### config.mk
export PLATFORM = sky130hd
export DESIGN_NAME = chunked_seq_adder_flat
export DESIGN_NICKNAME = d
export VERILOG_FILES = /design/src/rtl/chunked_seq_adder_if.sv /design/src/rtl/chunked_seq_adder.sv /design/src/flat_wrapper.sv
export SDC_FILE = /design/constraint.sdc
export NUM_CORES = 1
export LEC_CHECK = 0
export CORE_ASPECT_RATIO = 0.8
export CORE_MARGIN = 1.5
export CORE_UTILIZATION = 37
export CTS_CLUSTER_DIAMETER = 80
export DETAILED_ROUTE_END_ITERATION = 7
export DONT_BUFFER_PORTS = 1
export GPL_TIMING_DRIVEN = 1
export PLACE_DENSITY = 0.57
export SKIP_CTS_REPAIR_TIMING = 1
export SLEW_MARGIN = 20
export SYNTH_ARGS = -nofsm -noshare
export SYNTH_HDL_FRONTEND = slang
export SYNTH_SLANG_ARGS = --single-unit
export TNS_END_PERCENT = 1
### constraint.sdc
create_clock -name clk -period 5.7 [get_ports clk]
set_clock_uncertainty 0.15 [all_clocks]
set_input_delay 0.855 -clock clk [delete_from_list [all_inputs] [get_ports clk]]
set_output_delay 0.855 -clock clk [all_outputs]
set_load 0.05 [all_outputs]
### src/rtl/chunked_seq_adder_if.sv
// rtl/chunked_seq_adder_if.sv - operand/result handshake bundle for chunked_seq_adder (sub port present only with ADDER_SUB_EN)
interface chunked_seq_adder_if #(
    parameter int WIDTH = 8
);
    logic             in_valid;
    logic             in_ready;
    logic [WIDTH-1:0] a;
    logic [WIDTH-1:0] b;
    logic             cin;
`ifdef ADDER_SUB_EN
    logic             sub;
`endif
    logic             out_valid;
    logic             out_ready;
    logic [WIDTH-1:0] s;
    logic             cout;
    logic             ovf;

    // Producer/consumer side: supplies operands and takes results.
    modport master (
`ifdef ADDER_SUB_EN
        output sub,
`endif
        output in_valid, a, b, cin, out_ready,
        input  in_ready, out_valid, s, cout, ovf
    );

    // Adder side.
    modport slave (
`ifdef ADDER_SUB_EN
        input  sub,
`endif
        input  in_valid, a, b, cin, out_ready,
        output in_ready, out_valid, s, cout, ovf
    );
endinterface

### src/rtl/chunked_seq_adder.sv
// rtl/chunked_seq_adder.sv - WIDTH-bit adder computed CHUNK bits per clock with valid/ready handshakes; ADDER_SUB_EN adds subtraction
module chunked_seq_adder #(
    parameter int WIDTH = 8,
    parameter int CHUNK = 2
) (
    input  logic               clk,
    input  logic               rst,
    chunked_seq_adder_if.slave bus
);
    localparam int N  = WIDTH / CHUNK;
    localparam int KW = (N > 1) ? $clog2(N) : 1;

    typedef enum logic [1:0] {IDLE, RUN, DONE} state_t;

    state_t           state;
    state_t           state_next;

    logic [WIDTH-1:0] a_r;
    logic [WIDTH-1:0] b_r;
    logic [WIDTH-1:0] s_r;
    logic             carry_r;
    logic             cout_r;
    logic             ovf_r;
    logic             in_ready_r;
    logic [KW-1:0]    k_r;

    logic             accept;
    logic             last_chunk;
    logic [WIDTH-1:0] b_eff;
    logic             cin_eff;
    logic [CHUNK-1:0] a_slice;
    logic [CHUNK-1:0] b_slice;
    logic [CHUNK:0]   chunk_sum;
    logic             ovf_final;

    // Subtraction is a - b = a + ~b + 1, so it reuses the add datapath.
    always_comb begin
`ifdef ADDER_SUB_EN
        b_eff   = bus.sub ? ~bus.b : bus.b;
        cin_eff = bus.sub ? 1'b1 : bus.cin;
`else
        b_eff   = bus.b;
        cin_eff = bus.cin;
`endif
    end

    // One CHUNK-wide ripple slice; signed overflow compares carry into and out of the MSB.
    always_comb begin
        a_slice    = a_r[k_r*CHUNK +: CHUNK];
        b_slice    = b_r[k_r*CHUNK +: CHUNK];
        chunk_sum  = {1'b0, a_slice} + {1'b0, b_slice} + {{CHUNK{1'b0}}, carry_r};
        ovf_final  = chunk_sum[CHUNK] ^ (a_slice[CHUNK-1] ^ b_slice[CHUNK-1] ^ chunk_sum[CHUNK-1]);
        last_chunk = (k_r == KW'(N - 1));
    end

    // Next-state logic; accept only once in_ready is actually shown to the producer.
    always_comb begin
        state_next = state;
        accept     = 1'b0;
        case (state)
            IDLE: begin
                if (bus.in_valid && in_ready_r) begin
                    accept     = 1'b1;
                    state_next = RUN;
                end
            end
            RUN: begin
                if (last_chunk) begin
                    state_next = DONE;
                end
            end
            DONE: begin
                if (bus.out_ready) begin
                    state_next = IDLE;
                end
            end
            default: state_next = IDLE;
        endcase
    end

    // State register.
    always_ff @(posedge clk) begin
        if (rst) begin
            state <= IDLE;
        end else begin
            state <= state_next;
        end
    end

    // Operand capture, per-chunk accumulation and registered in_ready.
    always_ff @(posedge clk) begin
        if (rst) begin
            a_r        <= '0;
            b_r        <= '0;
            s_r        <= '0;
            carry_r    <= 1'b0;
            cout_r     <= 1'b0;
            ovf_r      <= 1'b0;
            k_r        <= '0;
            in_ready_r <= 1'b0;
        end else begin
            in_ready_r <= (state_next == IDLE);
            case (state)
                IDLE: begin
                    if (accept) begin
                        a_r     <= bus.a;
                        b_r     <= b_eff;
                        carry_r <= cin_eff;
                        k_r     <= '0;
                    end
                end
                RUN: begin
                    s_r[k_r*CHUNK +: CHUNK] <= chunk_sum[CHUNK-1:0];
                    carry_r                 <= chunk_sum[CHUNK];
                    k_r                     <= k_r + KW'(1);
                    if (last_chunk) begin
                        cout_r <= chunk_sum[CHUNK];
                        ovf_r  <= ovf_final;
                    end
                end
                default: ;
            endcase
        end
    end

    assign bus.in_ready  = in_ready_r;
    assign bus.out_valid = (state == DONE);
    assign bus.s         = s_r;
    assign bus.cout      = cout_r;
    assign bus.ovf       = ovf_r;
endmodule

### src/flat_wrapper.sv
// flat-port wrapper written by rule: the top's interface ports become plain ports
module chunked_seq_adder_flat 
#(
    parameter int WIDTH = 8,
    parameter int CHUNK = 2
)
  (clk, rst, bus_in_valid, bus_a, bus_b, bus_cin, bus_out_ready, bus_in_ready, bus_out_valid, bus_s, bus_cout, bus_ovf);
  chunked_seq_adder_if #(.WIDTH(WIDTH)) bus_i ();
  input  logic clk;
  input  logic rst;
  input wire logic [$bits(bus_i.in_valid)-1:0] bus_in_valid;
  input wire logic [$bits(bus_i.a)-1:0] bus_a;
  input wire logic [$bits(bus_i.b)-1:0] bus_b;
  input wire logic [$bits(bus_i.cin)-1:0] bus_cin;
  input wire logic [$bits(bus_i.out_ready)-1:0] bus_out_ready;
  output wire logic [$bits(bus_i.in_ready)-1:0] bus_in_ready;
  output wire logic [$bits(bus_i.out_valid)-1:0] bus_out_valid;
  output wire logic [$bits(bus_i.s)-1:0] bus_s;
  output wire logic [$bits(bus_i.cout)-1:0] bus_cout;
  output wire logic [$bits(bus_i.ovf)-1:0] bus_ovf;
  assign bus_i.in_valid = bus_in_valid;
  assign bus_i.a = bus_a;
  assign bus_i.b = bus_b;
  assign bus_i.cin = bus_cin;
  assign bus_i.out_ready = bus_out_ready;
  assign bus_in_ready = bus_i.in_ready;
  assign bus_out_valid = bus_i.out_valid;
  assign bus_s = bus_i.s;
  assign bus_cout = bus_i.cout;
  assign bus_ovf = bus_i.ovf;
  chunked_seq_adder #(.WIDTH(WIDTH), .CHUNK(CHUNK)) u_core (.clk(clk), .rst(rst), .bus(bus_i));
endmodule
## After elaboration in Yosys (flattened, before gate mapping)

Index checks and enable logic that the tools add are counted.

- Bits in registers: 32
- Output and inout bits: 12
- Logic and storage cells: 42

- Add/sub/neg operators: 4
- Eq/ne operators: 4
- Shifts and indexed selects: 4
- Mux-type cells: 11
- Bitwise gates (word level): 3
- Reduce and logical (&&, ||, !) cells: 7

Operator list:

| cell | count |
|---|---|
| $neg 3->34 | 1 |
| $shift 2x34->8 const A | 1 |
| $shiftx 2x34->8 | 1 |
| $shiftx 8x4->2 | 2 |
| $bwmux 8 | 1 |
| $mux 2 | 4 |
| $pmux 2 s3 | 1 |
| $reduce_and 2->1 | 3 |
| $eq 2x2->1 const B | 2 |
| $logic_not 2->1 | 2 |
| $pmux 2 s2 | 1 |
| $add 2x2->3 | 1 |
| $add 3x1->3 | 1 |
| $mux 1 | 3 |
| $xor 1x1->1 | 3 |
| $add 2x1->2 const B | 1 |
| $eq 2x1->1 const B | 1 |
| $ne 2x1->1 const B | 1 |
| $pmux 1 s2 | 1 |
| $reduce_bool 2->1 | 1 |
| $logic_and 1x1->1 | 1 |

## Logic depth before layout (Yosys ltp)

Gate-level depths: netlist (run 1).

- Word-level depth: 5
- Mapped depth: 7

## Worst setup path after synthesis (run 1)

No wires, ideal clock.

- Path kind: reg2reg
- Start point: reg u_core.k_r[0]
- End point: reg u_core.ovf_r, in the netlist u_core.bus.ovf
- Library setup time: 96 ps
- Data arrival time: 2526 ps
- Required time: 5454 ps
- Setup slack: 2929 ps
- Cell stages (with the launch flop): 8
- Buffers on the path: 1
- Clock period less this slack: 2771 ps
- Path through: dfxtp_1 > buf_2 > mux4_2 > fa_1 > fa_1 > xor2_1 > nor2_1 > o41ai_2

- Longest elaborated chain between the ends: 5
- Elaborated cells between the ends (all ways): 9
- Those cells by class: add/sub: 2; eq/ne: 1; shift: 2; bitwise: 3; reduce/logical: 1

RTL lines:

| element | line | text |
|---|---|---|
| start, declared | chunked_seq_adder.sv:25 | `logic [KW-1:0] k_r;` |
| start signal, assigned | chunked_seq_adder.sv:115 | `k_r <= k_r + KW'(1);` |
| $shiftx 8x4->2 (on tied branches) | chunked_seq_adder.sv:49, chunked_seq_adder.sv:50 |  |
| $add 2x2->3 | chunked_seq_adder.sv:51 | `chunk_sum = {1'b0, a_slice} + {1'b0, b_slice} + {{CHUNK{1'b0}}, carry_r};` |
| $add 3x1->3 | chunked_seq_adder.sv:51 |  |
| $xor 1x1->1 (2 in series) | chunked_seq_adder.sv:52 | `ovf_final = chunk_sum[CHUNK] ^ (a_slice[CHUNK-1] ^ b_slice[CHUNK-1] ^ chunk_sum[CHUNK-1]);` |
| end signal, assigned | chunked_seq_adder.sv:118 | `ovf_r <= ovf_final;` |
| end, declared | chunked_seq_adder.sv:23 | `logic ovf_r;` |

Parallel ways exist; a longest one is shown, timed or not.
A chain may end at the register's enable or synchronous reset.

## Worst setup path after layout (run 1)

Same ends and word-level chain as after synthesis.

==> results of run 1 <==
## power groups by stage
stage | clock network [mW] | logic (mW) | registers (mW)
after CTS | 0.218 | 0.0427 | 0.245
after global routing | 0.228 | 0.0486 | 0.246
after floorplan | 0 | 0.0436 | 0.245
final | 0.213 | 0.0427 | 0.245
after global placement | 0 | 0.0413 | 0.250
after detailed placement | 0 | 0.0425 | 0.250
## final timing paths
| check | endpoint | slack, ns | startpoint |
|---|---|---|---|
| max | u_core.bus.ovf | 2.66 | u_core.k_r[0] |
| min | u_core.a_r[0] | 0.30 | u_core.a_r[0] |
| max reg2reg | u_core.bus.ovf | 2.66 | u_core.k_r[0] |
| min reg2reg | u_core.a_r[0] | 0.30 | u_core.a_r[0] |
## layout make-up
type / instances / area [sq um] / share of cell area
Inverter: 2 / 7.51 / 0.00461
Multi-Input combinational cell: 115 / 803 / 0.493
Sequential cell: 32 / 641 / 0.394
Tap cell: 55 / 68.8 / 0.0423
Clock inverter: 2 / 35.0 / 0.0215
Clock buffer: 6 / 72.6 / 0.0446
## per-layer routing
layer  GRT usage  share of wire  up-vias
met5           0              0        -
met4      0.0753          0.020        0
met3      0.0523          0.048        9
met2       0.246           0.47       23
met1       0.186           0.46      499
li1            -              -      548
## sequential cells by signal, summed over array words and instances, names as in the netlist
register             cells
u_core.a_r               8
u_core.b_r               8
u_core.bus.s             8
u_core.k_r               2
u_core.state             2
u_core.bus.cout          1
u_core.bus.in_ready      1
u_core.bus.ovf           1
u_core.carry_r           1
## cells in the mapped netlist
cell type / count
fa_1: 2
nand2b_1: 2
buf_6: 1
nand2_1: 36
nand3b_1: 5
nor2b_1: 2
nand3b_4: 1
and2b_1: 1
nand3_1: 3
and4bb_2: 1
buf_4: 2
inv_1: 2
clkbuf_1: 5
and4bb_1: 2
dfxtp_1: 32
xor2_1: 1
nor4b_2: 1
o41ai_2: 1
mux4_2: 4
nand4_1: 2
a32oi_1: 6
o21a_1: 1
nor3b_1: 1
a22oi_1: 1
and3b_1: 1
nor2_1: 9
mux2i_1: 1
and2_1: 1
buf_2: 3
a21oi_1: 22
ha_1: 7
nand4bb_1: 1
## tightest hold or removal path: cells and delay by family, from the launching register on
kind,cells,cell delay [ns]
and+or+nand+nor,1,0.05
DFF,1,0.31
AOI/OAI and AO/OA,1,0.05
## cells by family (layout without fill, tap and decap cells)
kind of cell | Yosys count | after routing
and+or+nand+nor | 69 | 69
DFF | 32 | 32
AOI/OAI and AO/OA | 31 | 31
buffers and inverters | 13 | 10
adders and majority gates | 9 | 9
muxes | 5 | 5
xor gates and xnor gates | 1 | 1
==> flow_summary.json, run 1 <==
{
  "status": "finished clean",
  "cts_made_buffers": 5,
  "cts_root_buffer": "clkbuf_8",
  "fmax_mhz": 329,
  "layout.nets": 186,
  "cp_common_cell": "fa_1",
  "routed-via-count": 1079,
  "htreeDepth": 2,
  "gr-total-overflow": 0,
  "fp.dieW_um": 74.5,
  "synth_top_area_frac": 0.424,
  "critical_path.cell_chain": "mux4_2, fa_1, fa_1, xor2_1, nor2_1, o41ai_2",
  "wirelength_um": 3000,
  "synth_seq_cells": 32,
  "yosys.area_share.simple": 0.247,
  "floorplan.initialDensity": 0.392,
  "yosysSeqAreaShare": 0.424,
  "worstMarginPinSlew_ns": 0.979,
  "slowest_stage": "dfxtp_1",
  "viasPerCell": 5.09,
  "grt_max_degree": 34,
  "pwr-share-clk": 0.425,
  "cp-end-kind": "register",
  "post-synth-top-area-cell": "dfxtp_1",
  "layout_commonest_cell": "nand2_1",
  "drt-initial-drc-count": 37,
  "slowest_delay_ns": 0.62,
  "synth_mux_area_frac": 0.0662,
  "portBuffers": 0,
  "combPwrFrac": 0.085,
  "dr.pass1.iters": 4,
  "holdWs_ns": 0.305,
  "netSwitchingFraction": 0.240,
  "synth_area_leaders": "dfxtp_1 (42%), nand2_1 (8.9%), a21oi_1 (7.3%), mux4_2 (6.0%), ha_1 (5.8%)",
  "die_h_um": 60.2,
  "dp_cells": 204,
  "antenna_found_initial": 0,
  "postLayoutCellArea_sq_um": 1630,
  "placedInstanceArea_sq_um": 1520,
  "utilization": 0.422,
  "maxSlewViolCount": 0,
  "grt_pass1_vias": 1137,
  "relSlewSlack": 0.346,
  "cp.depth": 6,
  "clock_path_buffers": 2,
  "p_switching_uw": 120,
  "yosys_warnings": 0,
  "syn-instance-count": 160,
  "cts_tree": "yes",
  "ys_types": 32,
  "rr_worst_depth": 6,
  "hold_viol": 0,
  "avgSynthCellArea_sq_um": 9.45,
  "dp_hpwl_um": 2180,
  "synth_top_family_by_area": "simple AND/OR/NAND/NOR gates",
  "p_leak_nw": 0.617,
  "clock_latency_ns": 0.28,
  "layout.cells.non_filler": 212,
  "critPathKind": "register to register",
  "synth_xor_area_frac": 0.00579,
  "p_per_area_nw_per_um2": 307,
  "diodes": 0,
  "worstPathRequired_ns": 5.74,
  "postRouteAntennaNets": 0,
  "track_usage": 0.154,
  "clk_pin_slew_worst_paths_ns": 0.07,
  "fin_crit_ns": 3.04,
  "cts.sinks": 32,
  "hold_class": "register to register",
  "die_area_sq_um": 4480,
  "peakVddDrop_mv": 0.129,
  "nFillCells": 404,
  "synth_nets": 190,
  "synth_compound_gate_area_share": 0.128,
  "p_int_uw": 380,
  "syn2layout_area_growth_pct": 7.70,
  "fin_crit_sh": 0.534,
  "seq_power_share": 0.489,
  "netlist_area_sq_um": 1510,
  "finalWorstSetupSlack_ns": 2.66,
  "cap_violations": 0,
  "place_ws_ns": 2.63,
  "crit_buf_inv": 0,
  "finalSetupViolCount": 0,
  "core_sq_um": 3850,
  "cp.arrival_ns": 3.09,
  "drive_above_1_share": 0.0955,
  "route.detailed.drc": 0,
  "num_rows": 20,
  "ioPinCount": 33,
  "synth_adder_area_share": 0.0844,
  "grt_setup_unrepaired": "false",
  "gp_congestion": 0.795,
  "mostFrequentLayoutCells": "nand2_1 (36), dfxtp_1 (32), a21oi_1 (22)",
  "crit_path_start_kind": "register",
  "crit_fanout": 12,
  "wire_per_inst_um": 14.2,
  "grt_pass1_wl_um": 5060,
  "crit_family": "adder cells",
  "design_power_total_uw": 500,
  "finalSetupTns_ns": 0,
  "worstHoldPathCells": 2
}
No activity file was read; power rests on OpenSTA's default activity.
==> run 2, diff against run 1 <==
==> constraint.sdc (replaced) <==
create_clock -name clk -period 3.05 [get_ports clk]
set_clock_uncertainty 0.15 [all_clocks]
set_input_delay 0.4575 -clock clk [delete_from_list [all_inputs] [get_ports clk]]
set_output_delay 0.4575 -clock clk [all_outputs]
set_load 0.05 [all_outputs]
==> run 2 against run 1 <==
Against the previous run: design area is 0.92% higher; largest cell class unchanged; flip-flop and latch count unchanged; power rose by 74%; wire length up 0.50%; via count is 4.3% higher; worst hold slack got worse by 0.22 ns; global-route usage grew 0.39 points; largest power group unchanged; non-clock buffer count grew 4; critical path type unchanged.
==> flow_summary.json, run 2 (synthesis gave the netlist of run 1 again) <==
{
  "grt_pass1_wl_um": 5240,
  "clock_path_buffers": 2,
  "hold_viol": 0,
  "die_h_um": 60.2,
  "finalSetupViolCount": 0,
  "fp.dieW_um": 74.5,
  "layout.nets": 190,
  "ioPinCount": 33,
  "nFillCells": 403,
  "num_rows": 20,
  "wire_per_inst_um": 14.0,
  "crit_fanout": 5,
  "floorplan.initialDensity": 0.392,
  "fin_crit_sh": 0.906,
  "die_area_sq_um": 4480,
  "grt_use_met2": 0.239,
  "fmax_mhz": 362,
  "route.detailed.drc": 0,
  "grt_max_degree": 34,
  "dp_hpwl_um": 2160,
  "cts_made_buffers": 5,
  "cp.arrival_ns": 2.80,
  "gp_congestion": 0.770,
  "antenna_found_initial": 0,
  "cap_violations": 0,
  "track_usage": 0.158,
  "diodes": 0,
  "viasPerCell": 5.21,
  "finalSetupTns_ns": 0,
  "layout_commonest_cell": "nand2_1",
  "cts_tree": "yes",
  "worstPathRequired_ns": 3.08,
  "peakVddDrop_mv": 0.347,
  "critPathKind": "register to register",
  "clk_pin_slew_worst_paths_ns": 0.07,
  "postRouteAntennaNets": 0,
  "cp-end-kind": "register",
  "globalRouteMet3Util": 0.0523,
  "busiest_layer": "met2",
  "maxSlewViolCount": 0,
  "hold_class": "input port to register",
  "p_leak_nw": 0.633,
  "drt-initial-drc-count": 46,
  "mostFrequentLayoutCells": "nand2_1 (36), dfxtp_1 (32), a21oi_1 (22)",
  "wirelength_um": 3020,
  "htreeDepth": 2,
  "relSlewSlack": 0.570,
  "grt_setup_unrepaired": "false",
  "worstMarginPinSlew_ns": 0.645,
  "grt_pass1_vias": 1153,
  "portBuffers": 0,
  "core_sq_um": 3850,
  "clock_latency_ns": 0.28,
  "syn2layout_area_growth_pct": 8.69,
  "crit_path_start_kind": "register",
  "p_per_area_nw_per_um2": 531,
  "dr.pass1.iters": 4,
  "drive_above_1_share": 0.124,
  "met1_usage": 0.196,
  "routed-via-count": 1125,
  "utilization": 0.426,
  "cts_root_buffer": "clkbuf_8",
  "fin_crit_ns": 2.76,
  "cts.sinks": 32,
  "gr-total-overflow": 0,
  "status": "finished clean"
}
[run 2: cell count changes in the layout (fill, tap and decap cells not counted), sizes merged]
cell,before,now
bufinv,1,0
clkinv,1,2
buf,0,4
[run 2: final timing paths]
check                startpoint        endpoint  slack [ns]  depth (start not counted)
setup / recovery  u_core.k_r[1]  u_core.bus.ovf        0.29                          6
hold / removal              rst   u_core.b_r[3]        0.09                          1
setup reg to reg  u_core.k_r[1]  u_core.bus.ovf        0.29                          6
hold reg to reg   u_core.b_r[3]   u_core.b_r[3]        0.30                          2
[run 2: final cells by class]
cell class	instances	area, sq um	share of cell area
multi-input combinational	115	803	0.489
sequential	32	641	0.390
clock buffer	6	82.6	0.0503
tap	55	68.8	0.0419
timing repair buffer	4	30.0	0.0183
clock inverter	2	10.0	0.00609
inverter	2	7.51	0.00457
[run 2: report_power, final]
group | internal [mW] | leakage (nW) | total, mW | switching [mW]
combinational | 0.0371 | 0.322 | 0.0860 | 0.0489
sequential | 0.434 | 0.260 | 0.454 | 0.0200
clock | 0.180 | 0.0510 | 0.332 | 0.152
[run 2: metrics by stage]
step	cell area (sq um)	cells	setup WS (ns)	hold WS, ns	total power [mW]
6_report	1640	216	0.286	0.0888	0.872
5_1_grt	1640	216	0.173	0.0688	0.916
4_1_cts	1640	216	0.279	0.0758	0.884
3_5_place_dp	1550	208	0.287	0.296	0.550
3_3_place_gp	1550	208	0.387	0.294	0.548
2_1_floorplan	1510	160	0.279	0.283	0.539
[run 2: layer usage]
metal	wire length, um	vias up
met3	189	6
li1	-	553
met1	1390	533
met5	0	-
met4	61	0
met2	1380	33
[run 2: critical path, stage by stage (launching register included)]
cell,delay (ns)
dfxtp_1,0.41
mux4_2,0.55
fa_1,0.39
fa_1,0.63
xor2_1,0.19
nor2_1,0.07
o41ai_2,0.27
